## src/rtl/request_conditioner_pkg.sv

```systemverilog
`default_nettype none
// ============================================================================
// Module   : request_conditioner_pkg
// Purpose  : Shared definitions for the request conditioner front end. It holds
//            the walk FSM state encoding and the default debounce and timeout
//            constants, which the light controller's bench also uses.
// Ports    : none (package)
// Revision : 1.0 - initial release
// ============================================================================
package request_conditioner_pkg;

    // Walk request FSM state encoding
    typedef enum logic [1:0] {
        ST_IDLE    = 2'd0,
        ST_PENDING = 2'd1,
        ST_SERVING = 2'd2
    } walk_state_t;

    // Default tuning shared with the light controller's bench
    localparam int c_DEF_DEB_CYCLES = 4;
    localparam int c_DEF_TIMEOUT    = 40;

endpackage : request_conditioner_pkg
`default_nettype wire

```

## src/rtl/request_conditioner_sync_debounce.sv

```systemverilog
`default_nettype none
// ============================================================================
// Module   : sync_debounce
// Purpose  : Two-flop synchroniser followed by a debounce filter. The stable
//            value only follows the synchronised input after DEB_CYCLES
//            consecutive disagreeing samples.
// Ports    : clk   - system clock
//            reset - asynchronous active-low reset
//            din   - raw asynchronous input
//            dout  - debounced stable level
// Revision : 1.0 - initial release
// ============================================================================
module sync_debounce
    import request_conditioner_pkg::*;
#(
    parameter int DEB_CYCLES = c_DEF_DEB_CYCLES,
    parameter int DEB_W      = 4
) (
    input  logic clk,
    input  logic reset,
    input  logic din,
    output logic dout
);

    localparam logic [DEB_W-1:0] c_CNT_LAST = DEB_W'(DEB_CYCLES - 1);

    logic             r_sync1;
    logic             r_sync2;
    logic             r_stable;
    logic [DEB_W-1:0] r_cnt;

    always_ff @(posedge clk or negedge reset) begin
        if (!reset) begin
            r_sync1  <= 1'b0;
            r_sync2  <= 1'b0;
            r_stable <= 1'b0;
            r_cnt    <= '0;
        end else begin
            r_sync1 <= din;
            r_sync2 <= r_sync1;
            if (r_sync2 != r_stable) begin
                // The count never exceeds c_CNT_LAST, so it cannot wrap.
                if (r_cnt == c_CNT_LAST) begin
                    r_stable <= r_sync2;
                    r_cnt    <= '0;
                end else begin
                    r_cnt <= r_cnt + DEB_W'(1);
                end
            end else begin
                // Any agreeing sample restarts the run, rejecting short glitches.
                r_cnt <= '0;
            end
        end
    end

    assign dout = r_stable;

endmodule : sync_debounce
`default_nettype wire

```

## src/rtl/request_conditioner.sv

```systemverilog
`default_nettype none
// ============================================================================
// Module   : request_conditioner
// Purpose  : Conditions the raw pedestrian button and vehicle detector for the
//            intersection light controller. It holds walk requests until the
//            controller acknowledges them, drives the WAIT lamp and flags
//            starved requests.
// Ports    : clk        - system clock
//            reset      - asynchronous active-low reset
//            walk_btn   - raw pedestrian button (async, bouncy)
//            car_det    - raw vehicle detector (async, bouncy)
//            walk_light - controller walk lamp; a rising edge is the acknowledge
//            walk       - held walk request
//            sensor     - debounced vehicle-present level
//            wait_lamp  - pedestrian WAIT indicator
//            starve     - request pending for TIMEOUT cycles or more
// Revision : 1.0 - initial release
// ============================================================================
module request_conditioner
    import request_conditioner_pkg::*;
#(
    parameter int DEB_CYCLES = c_DEF_DEB_CYCLES,
    parameter int DEB_W      = 4,
    parameter int TIMEOUT    = c_DEF_TIMEOUT,
    parameter int TO_W       = 8
) (
    input  logic clk,
    input  logic reset,
    input  logic walk_btn,
    input  logic car_det,
    input  logic walk_light,
    output logic walk,
    output logic sensor,
    output logic wait_lamp,
    output logic starve
);

    localparam logic [TO_W-1:0] c_TO_MAX = TO_W'(TIMEOUT);

    logic            w_btn_stable;
    logic            w_car_stable;
    logic            w_btn_rise;
    logic            w_wl_rise;
    logic            r_sensor;
    logic            r_btn_stable;
    logic            r_btn_stable_d;
    logic            r_walk_light_d;
    logic [TO_W-1:0] r_tcnt;
    walk_state_t     r_state;
    walk_state_t     w_state_next;

    sync_debounce #(
        .DEB_CYCLES (DEB_CYCLES),
        .DEB_W      (DEB_W)
    ) u_btn_deb (
        .clk   (clk),
        .reset (reset),
        .din   (walk_btn),
        .dout  (w_btn_stable)
    );

    sync_debounce #(
        .DEB_CYCLES (DEB_CYCLES),
        .DEB_W      (DEB_W)
    ) u_car_deb (
        .clk   (clk),
        .reset (reset),
        .din   (car_det),
        .dout  (w_car_stable)
    );

    // Both debounced levels are registered once more, so the button path
    // lines up with the sensor path before the edge detector.
    always_ff @(posedge clk or negedge reset) begin
        if (!reset) begin
            r_sensor       <= 1'b0;
            r_btn_stable   <= 1'b0;
            r_btn_stable_d <= 1'b0;
            r_walk_light_d <= 1'b0;
        end else begin
            r_sensor       <= w_car_stable;
            r_btn_stable   <= w_btn_stable;
            r_btn_stable_d <= r_btn_stable;
            r_walk_light_d <= walk_light;
        end
    end

    assign w_btn_rise = r_btn_stable & ~r_btn_stable_d;
    assign w_wl_rise  = walk_light & ~r_walk_light_d;

    // Walk FSM state register
    always_ff @(posedge clk or negedge reset) begin
        if (!reset) begin
            r_state <= ST_IDLE;
        end else begin
            r_state <= w_state_next;
        end
    end

    // Walk FSM next-state logic
    always_comb begin
        w_state_next = r_state;
        case (r_state)
            ST_IDLE: begin
                // A walk phase the controller starts on its own beats a press.
                if (walk_light) begin
                    w_state_next = ST_SERVING;
                end else if (w_btn_rise) begin
                    w_state_next = ST_PENDING;
                end
            end
            ST_PENDING: begin
                // The acknowledge wins over a coincident press; nothing is queued.
                if (w_wl_rise) begin
                    w_state_next = ST_SERVING;
                end
            end
            ST_SERVING: begin
                // Presses here are absorbed by the phase in progress.
                if (!walk_light) begin
                    w_state_next = ST_IDLE;
                end
            end
            default: begin
                w_state_next = ST_IDLE;
            end
        endcase
    end

    // Timeout counter: runs only while pending and saturates at TIMEOUT.
    always_ff @(posedge clk or negedge reset) begin
        if (!reset) begin
            r_tcnt <= '0;
        end else if (r_state != ST_PENDING) begin
            r_tcnt <= '0;
        end else if (r_tcnt != c_TO_MAX) begin
            r_tcnt <= r_tcnt + TO_W'(1);
        end
    end

    assign walk      = (r_state == ST_PENDING);
    assign wait_lamp = (r_state == ST_PENDING);
    assign starve    = (r_state == ST_PENDING) && (r_tcnt == c_TO_MAX);
    assign sensor    = r_sensor;

endmodule : request_conditioner
`default_nettype wire
```

## config.mk

```make
export PLATFORM = sky130hd
export DESIGN_NAME = request_conditioner
export DESIGN_NICKNAME = d
export VERILOG_FILES = /design/src/rtl/request_conditioner_pkg.sv /design/src/rtl/request_conditioner_sync_debounce.sv /design/src/rtl/request_conditioner.sv
export SDC_FILE = /design/constraint.sdc
export NUM_CORES = 1
export LEC_CHECK = 0
export ABC_AREA = 1
export CORE_MARGIN = 3
export CORE_UTILIZATION = 25
export CTS_CLUSTER_DIAMETER = 150
export CTS_CLUSTER_SIZE = 24
export DETAILED_ROUTE_END_ITERATION = 12
export SYNTH_ARGS = -nofsm -noshare
export SYNTH_HDL_FRONTEND = slang
export SYNTH_SLANG_ARGS = --single-unit
```

## constraint.sdc

```tcl
create_clock -name clk -period 1.6 [get_ports clk]
set_clock_uncertainty 0.2 [all_clocks]
set_input_delay 0.4 -clock clk [delete_from_list [all_inputs] [get_ports clk]]
set_output_delay 0.4 -clock clk [all_outputs]
set_load 0.05 [all_outputs]
```

After elaboration in Yosys (flattened, before gate mapping):

Cells that the tools add are included.

* add/sub/neg operators: 3
* multipliers: 0
* div/mod/pow operators: 0
* magnitude comparators: 0
* equality and inequality tests: 12
* shift-type cells: 0
* muxes and demuxes: 11
* bitwise operators: 4
* reduce and logical (&&, ||, !) cells: 6

Operators with widths (count)
* 2-to-1 mux 4 bit: 4
* 2-to-1 mux 8 bit: 2
* adder 4 x 1 -> 4 bit (second input constant): 2
* adder 8 x 1 -> 8 bit (second input constant): 1
* == test 4 x 2 -> 1 bit (second input constant): 2
* == test 8 x 6 -> 1 bit (second input constant): 1
* 2-to-1 mux 2 bit: 4
* != test 8 x 6 -> 1 bit (second input constant): 1
* one-hot mux 2 bit (3 select lines): 1
* != test 2 x 1 -> 1 bit (second input constant): 2
* AND reduction 2 bit: 2
* != test 3 bit (second input constant): 1
* AND reduction 3 bit: 1
* bitwise AND 1 bit: 2
* == test 2 x 1 -> 1 bit (second input constant): 1
* == test 2 bit (second input constant): 1
* zero test 2 bit: 1
* != test 1 bit: 2
* != test 2 bit (second input constant): 1
* inverter 1 bit: 2
* nonzero test 2 bit: 1
* logical AND 1 bit: 1

* bits in registers: 28
* latch bits: 0
* RAM bits: 0
* ROM bits: 0
* input port bits: 5
* output and inout bits: 4
* memories kept: 0

Longest topological paths before layout:

Gate-level depths: netlist (run 1).

* depth after elaboration: 5
* mapped depth: 7
* gate-level depth less buffers: 7

Hierarchy:

Synthesis (run 1) repeated with hierarchy kept, for this count alone.

* cell total of the unflattened synthesis: 147
* area, all modules: 1290.0 sq um

By module, submodules not included
* request_conditioner: times used 1, cells an instance 91, area an instance 716.9 sq um
* sync_debounce: times used 2, cells an instance 28, area an instance 286.5 sq um

Least setup slack after synthesis (run 1):

OpenSTA, ideal clock, no wires.

* path type: reg-to-output
* start point: reg r_tcnt[0]
* end point: out starve
* data arrival time: 1.550 ns
* required time: 1.000 ns
* setup slack: -0.550 ns
* stages on the path, launching flop included: 7
* buffers on the path: 0
* cells stage by stage: dfrtp_1 -> inv_1 -> ha_1 -> inv_1 -> nor2_1 -> nand2_1 -> nor2_1

* cells in the longest elaborated chain, start to end: 2

RTL lines
* start: declaration: RTL line request_conditioner.sv:48 `logic [TO_W-1:0] r_tcnt;`
* start signal: assignment: RTL line request_conditioner.sv:137 `r_tcnt <= r_tcnt + TO_W'(1);`
* == test 8 x 6 -> 1 bit: RTL line request_conditioner.sv:143 `assign starve = (r_state == ST_PENDING) && (r_tcnt == c_TO_MAX);`
* logical AND 1 bit: RTL line request_conditioner.sv:143
* end: declaration: RTL line request_conditioner.sv:35 `output logic starve`

No other way between the ends.

Worst setup path in the final report (run 1):

* start point: reg r_tcnt[1]
* end point: out starve

The elaborated chain is that of the path after synthesis.

==> results of run 1 <==
critical path: cells and delay by family (launching register included):
family | cells | cell delay (ns)
adders and majority gates | 1 | 0.13
and+or+nand+nor | 3 | 0.29
DFF | 1 | 0.40
buffers and inverters | 3 | 0.24
metal layers:
metal / GRT usage, % / up-vias / part of all wire, %
met3: 3.17 / 2 / 4.2
met2: 13.4 / 15 / 46
li1: - / 455 / -
met4: 1.17 / 0 / 0.20
met1: 10.6 / 414 / 50
met5: 0 / - / 0
power breakdown:
group	internal, mW	leakage (nW)	switching [mW]	total (mW)
logic	0.250	0.387	0.282	0.532
clock network	0.220	0.0288	0.213	0.433
registers	0.846	0.366	0.105	0.950
total	1.32	0.781	0.599	1.92
placed cells by master, fill, tap and decap left out:
| master | instances |
|---|---|
| dfrtp_1 | 28 |
| nand2_1 | 25 |
| nor2_1 | 21 |
| buf_4 | 15 |
| inv_1 | 12 |
| nand3_1 | 7 |
| buf_12 | 5 |
| xnor2_1 | 4 |
| inv_2 | 4 |
| clkbuf_8 | 4 |
| clkdlybuf4s50_1 | 4 |
| xor2_1 | 3 |
| nand2_2 | 3 |
| nand4_1 | 3 |
| o21ai_0 | 3 |
| nand2b_1 | 2 |
| nor2_2 | 2 |
| nor2_4 | 2 |
| nand3_2 | 2 |
| ha_1 | 2 |
| nand2_4 | 1 |
| inv_4 | 1 |
| nor3_1 | 1 |
| a21oi_1 | 1 |
| or2_2 | 1 |
| ha_4 | 1 |
| ha_2 | 1 |
final cells by class:
cell class / instances / area (sq um) / area share [%]
tap: 52 / 65.1 / 4.01
multi-input combinational: 85 / 482 / 29.7
timing repair buffer: 24 / 253 / 15.6
inverter: 17 / 66.3 / 4.09
sequential: 28 / 701 / 43.2
clock buffer: 4 / 55.1 / 3.40
worst min path at each step:
stage,to,cells past startpoint,start,slack (ns)
final,u_car_deb.r_sync2,0,u_car_deb.r_sync1,0.16
after global placement,u_btn_deb.r_sync2,0,u_btn_deb.r_sync1,0.13
after CTS,u_btn_deb.r_sync2,0,u_btn_deb.r_sync1,0.16
after detailed placement,u_btn_deb.r_sync2,0,u_btn_deb.r_sync1,0.14
after global routing,u_car_deb.r_sync2,0,u_car_deb.r_sync1,0.17
after floorplan,r_btn_stable,0,reset,-0.1
state kept, by name, summed over array words and instances, names as in the netlist, 2 cells and up:
| register | flops |
|---|---|
| r_tcnt | 8 |
| u_btn_deb.r_cnt | 4 |
| u_car_deb.r_cnt | 4 |
| r_state | 2 |
stage by stage:
| step | setup WS, ns | instances |
|---|---|---|
| floorplan | -0.126 | 131 |
| global placement | -0.0399 | 203 |
| detailed placement | -0.0609 | 203 |
| CTS | -0.353 | 208 |
| global route | -0.437 | 210 |
| finish | -0.333 | 210 |
cells by family (layout without fill, tap and decap cells):
logic type,Yosys count,count (layout),synth area share [%]
compound gates,4,4,1.66
fa+ha+maj,4,4,4.14
flops,28,28,58.0
simple gates,70,70,25.3
buf+inv,18,45,5.90
xor+xnor,7,7,5.07
repair_timing:
item                                    CTS  global route
hold buffers                              0             0
endpoints found under the setup margin    3             3
pin swaps                                 1             2
buffers inserted                          1             2
resized for setup                         3             5
==> impl_results.md, run 1 <==
- Die width: 75.5 um
- RSZ-0062 raised after global routing: yes
- Synth warn: 0
- Final worst path period share: 121%
- VDD IR max: 0.734 mV
- Synthesis-to-layout area growth: 34.2%
- Cts bufs inserted: 3
- Reg2Reg Capture Point: r_tcnt[1]
- Largest net degree at the start of global routing: 29
- Crit path arrival time: 1.33 ns
- WL/cell: 9.32 um
- Initial DRT Pass Iterations: 4
- Number of routed nets with antenna violations: 0
- Status: finished, violations left
- Main synth FF type: dfrtp_1
- Vias in the first global route: 850
- Design Area, Final: 1620 sq um
- CP cell instances: inv_2 -> ha_4 -> inv_2 -> nor2_2 -> nand2_2 -> nor2_4 -> buf_12
- Area after DPL: 1520 sq um
- Clk slew on worst S/H paths: 0.09 ns
- Slowest stage cell, crit path: dfrtp_1
- Post-route DRC violation count: 0
- CTS tree: done
- Tightest Pin Transition: 0.241 ns
- Pwr dens: 1180 nW/um^2
- Setup violators final: 3
- Syn_area_per_cell: 9.23 sq um
- Grt ovf: 0
- Cells after Synth: 131
- Number of max-slew violations in the final report: 0
- Hold_ws: 0.155 ns
- Worst path max stage delay: 0.40 ns
- Tmin final: 1.93 ns
- Worst rel slew slack: 83.8%
- Layout cells sized above 1: 26.6%
- All-layer global routing usage: 8.20%
- Setup crit end kind: output pin
- Initial antenna violation count: 0
- # IOs: 9
- Violated checks: negative setup slack
- Worst Setup EP: starve
- Core area: 4500 sq um
- Yosys cell types: 19
- Final WL: 1960 um
- Crit path launch: r_tcnt[1]
- CTS H-tree depth: 1
- FILL cells: 460
- RD Place Congestion: 0.769
- Final Hold Viols: 0
- HPWL Detailed: 1460 um
- Synth area leader: dfrtp_1
- Most common library cells after synthesis: dfrtp_1 (28), nand2_1 (27), nor2_1 (23)
- Die area: 5700 sq um
- CP Max Fanout: 2
- CP startpoint kind: flop
- Initial Utilization: 26.8%
- Maxcap violations: 0
- Fmax: 0.517 GHz
- CTS max path bufs: 2
- Leakage: 0.781 nW
- Clock latency on the worst-skew pair: 0.27 ns
- Synthesis-stage register bit count: 28
- Most used cell, CP: inv_2
- Clk sinks: 28
- Synth area leaders: dfrtp_1 (58%), nand2_1 (8.4%), nor2_1 (7.1%)
- Post-synth EDFFs: 0
- WP data required: 1.00 ns
- PortBufs: 8
- DR iter-0 viols: 54
- First-pass GRT wire length: 3570 um
- CTS root buffer: clkbuf_8
- Setup slack, reg-to-reg: 0.03 ns
- Post-route setup TNS: -0.412 ns
- Syn_nets: 140
- Via density: 4.22
- Nets: 168
- Die height: 75.5 um
- Post-synthesis sequential area ratio: 58.0%
- Diodes inserted: 0
- Ys async rst share: 100%
- Top-count cell post-synth: dfrtp_1
- Hold Path Class: flop to flop
- Setup ws final: -0.333 ns
- Area of the mapped netlist: 1210 sq um
- DR vias: 886
- FF-to-FF path depth: 10
- Total power: 1.92 mW
- R2r startpoint: r_tcnt[1]
- Kind of critical path: flop to output pin
- Post-layout util: 36.0%
- Synth top area share: 58.0%
- Row count: 24
Note: power is estimated with default switching activity, not from simulation.
==> run 2: changes to the inputs <==
--- a/config.mk
+++ b/config.mk
@@ -11,6 +11,7 @@
 export CTS_CLUSTER_DIAMETER = 150
 export CTS_CLUSTER_SIZE = 24
 export DETAILED_ROUTE_END_ITERATION = 12
+export GPL_ROUTABILITY_DRIVEN = 0
 export SYNTH_ARGS = -nofsm -noshare
 export SYNTH_HDL_FRONTEND = slang
 export SYNTH_SLANG_ARGS = --single-unit
==> results of run 2 <==
No change in the layout: final DEF, timing and power equal those of run 1.
==> run 3: changes to the inputs <==
--- a/config.mk
+++ b/config.mk
@@ -7,9 +7,9 @@
 export LEC_CHECK = 0
 export ABC_AREA = 1
 export CORE_MARGIN = 3
-export CORE_UTILIZATION = 25
+export CORE_UTILIZATION = 35
 export CTS_CLUSTER_DIAMETER = 150
-export CTS_CLUSTER_SIZE = 24
+export CTS_CLUSTER_SIZE = 20
 export DETAILED_ROUTE_END_ITERATION = 12
 export GPL_ROUTABILITY_DRIVEN = 0
 export SYNTH_ARGS = -nofsm -noshare
==> impl_results.md, run 3 (synthesis results as in run 1) <==
- Largest register by flop count: r_tcnt
- Violated checks: negative setup slack
- WL/cell: 9.85 um
- Initial Utilization: 38.0%
- Hold_ws: 0.168 ns
- Commonest non-fill, non-tap cell in the layout: dfrtp_1
- CP startpoint kind: flop
- VDD IR max: 0.775 mV
- Tightest Pin Transition: 0.267 ns
- Clock latency on the worst-skew pair: 0.32 ns
- Setup violators final: 3
- Layout cells sized above 1: 25.3%
- Cts hold-fix bufs: 0
- CTS root buffer: clkbuf_4
- Die width: 64.8 um
- HPWL Detailed: 1510 um
- Grt ovf: 0
- Crit path arrival time: 1.40 ns
- Setup ws final: -0.397 ns
- Slowest stage cell, crit path: dfrtp_1
- WP data required: 1.00 ns
- PortBufs: 8
- Pwr dens: 1200 nW/um^2
- DR iter-0 viols: 26
- Fin cells: 202
- Max reg flops: 8
- Final WL: 1990 um
- Setup crit end kind: output pin
- Diodes inserted: 0
- Worst path max stage delay: 0.41 ns
- Fmax: 0.501 GHz
- R2r startpoint: r_tcnt[1]
- Final Hold Viols: 0
- Cts bufs inserted: 3
- Tmin final: 2.00 ns
- Final worst path period share: 125%
- Post-place setup slack: -0.0739 ns
- CP cell instances: inv_2 -> ha_4 -> inv_2 -> nor2_1 -> nand2_1 -> nor2_4 -> buf_12
- Worst rel slew slack: 82.1%
- Largest net degree at the start of global routing: 29
- Vias in the first global route: 948
- Via density: 4.36
- Total power: 1.94 mW
- Post-layout util: 50.6%
- Initial DRT Pass Iterations: 4
- Number of routed nets with antenna violations: 0
- Number of max-slew violations in the final report: 0
- Placed cell count: 194
- Clk sinks: 28
- # IOs: 9
- Row count: 20
- Nets: 168
- Core area: 3180 sq um
- Biggest regs: r_tcnt x8, u_btn_deb.r_cnt x4, u_car_deb.r_cnt x4
- Crit path launch: r_tcnt[0]
- Leakage: 0.781 nW
- DR vias: 880
- All-layer global routing usage: 11.6%
- Kind of critical path: flop to output pin
- CTS H-tree depth: 1
- CTS tree: done
- Hold path start: u_car_deb.r_sync1
- CP Max Fanout: 2
- CTS max path bufs: 2
- Post-route DRC violation count: 0
- Status: finished, violations left
- Clk slew on worst S/H paths: 0.15 ns
- Hold Path Class: flop to flop
- Maxcap violations: 0
- Most used cell, CP: inv_2
- Die height: 64.8 um
- Die area: 4190 sq um
- Most frequent cells in the layout: dfrtp_1 (28), nand2_1 (26), nor2_1 (22), buf_4 (15), inv_1 (12)
- Initial antenna violation count: 0
- First-pass GRT wire length: 3840 um
- RSZ-0062 raised after global routing: yes
- Synthesis-to-layout area growth: 33.1%
- FILL cells: 295
-- run 3: worst max-delay path, delay by kind of cell (launching register included) --
kind / cells / cell delay [ns]
adder cells (fa/ha/maj): 1 / 0.13
buffers and inverters: 3 / 0.25
flip-flops: 1 / 0.41
AND/OR/NAND/NOR: 3 / 0.29
-- run 3: path summary, 6_finish.rpt --
kind	to	slack [ns]	cells after the start
worst max-delay path	starve	-0.40	7
worst min-delay path	u_car_deb.r_sync2	0.17	0
worst max register to register	r_tcnt[2]	0.07	6
worst min register to register	u_car_deb.r_sync2	0.17	0
max in group asynchronous	r_tcnt[0]	0.83	2
min in group asynchronous	u_car_deb.r_cnt[0]	0.21	2
-- run 3: cell type report --
type                            count  area [sq um]  area share (%)
Clock buffer                        3          22.5            1.40
Clock inverter                      1          30.0            1.87
Tap cell                           44          55.1            3.42
Multi-Input combinational cell     85           479            29.8
Timing Repair Buffer               24           253            15.7
Inverter                           17          68.8            4.28
Sequential cell                    28           701            43.5
-- run 3: timing repair --
item | CTS | global route
gates resized for setup | 4 | 3
pin swaps | 1 | 0
setup endpoints to repair | 3 | 5
cloned | 0 | 0
buffers inserted | 4 | 0
-- run 3: per-layer routing --
| metal | share of wire [%] | GRT usage (%) | vias to the layer above |
|---|---|---|---|
| met2 | 49 | 20.3 | 9 |
| li1 | - | - | 458 |
| met1 | 47 | 13.7 | 411 |
| met4 | 0.75 | 5.54 | 0 |
| met5 | 0 | 0 | - |
| met3 | 2.4 | 1.73 | 2 |
-- run 3: where the power goes --
group          internal, mW  switching (mW)  total (mW)
Clock                 0.253           0.204       0.458
Combinational         0.251           0.285       0.537
Sequential            0.845          0.0994       0.944
-- run 3: stage by stage --
stage | TNS, ns | instance area (sq um)
2_1_floorplan | -0.126 | 1230
3_3_place_gp | -0.0400 | 1500
3_5_place_dp | -0.0739 | 1500
4_1_cts | -0.689 | 1590
5_1_grt | -0.843 | 1610
6_report | -0.615 | 1610
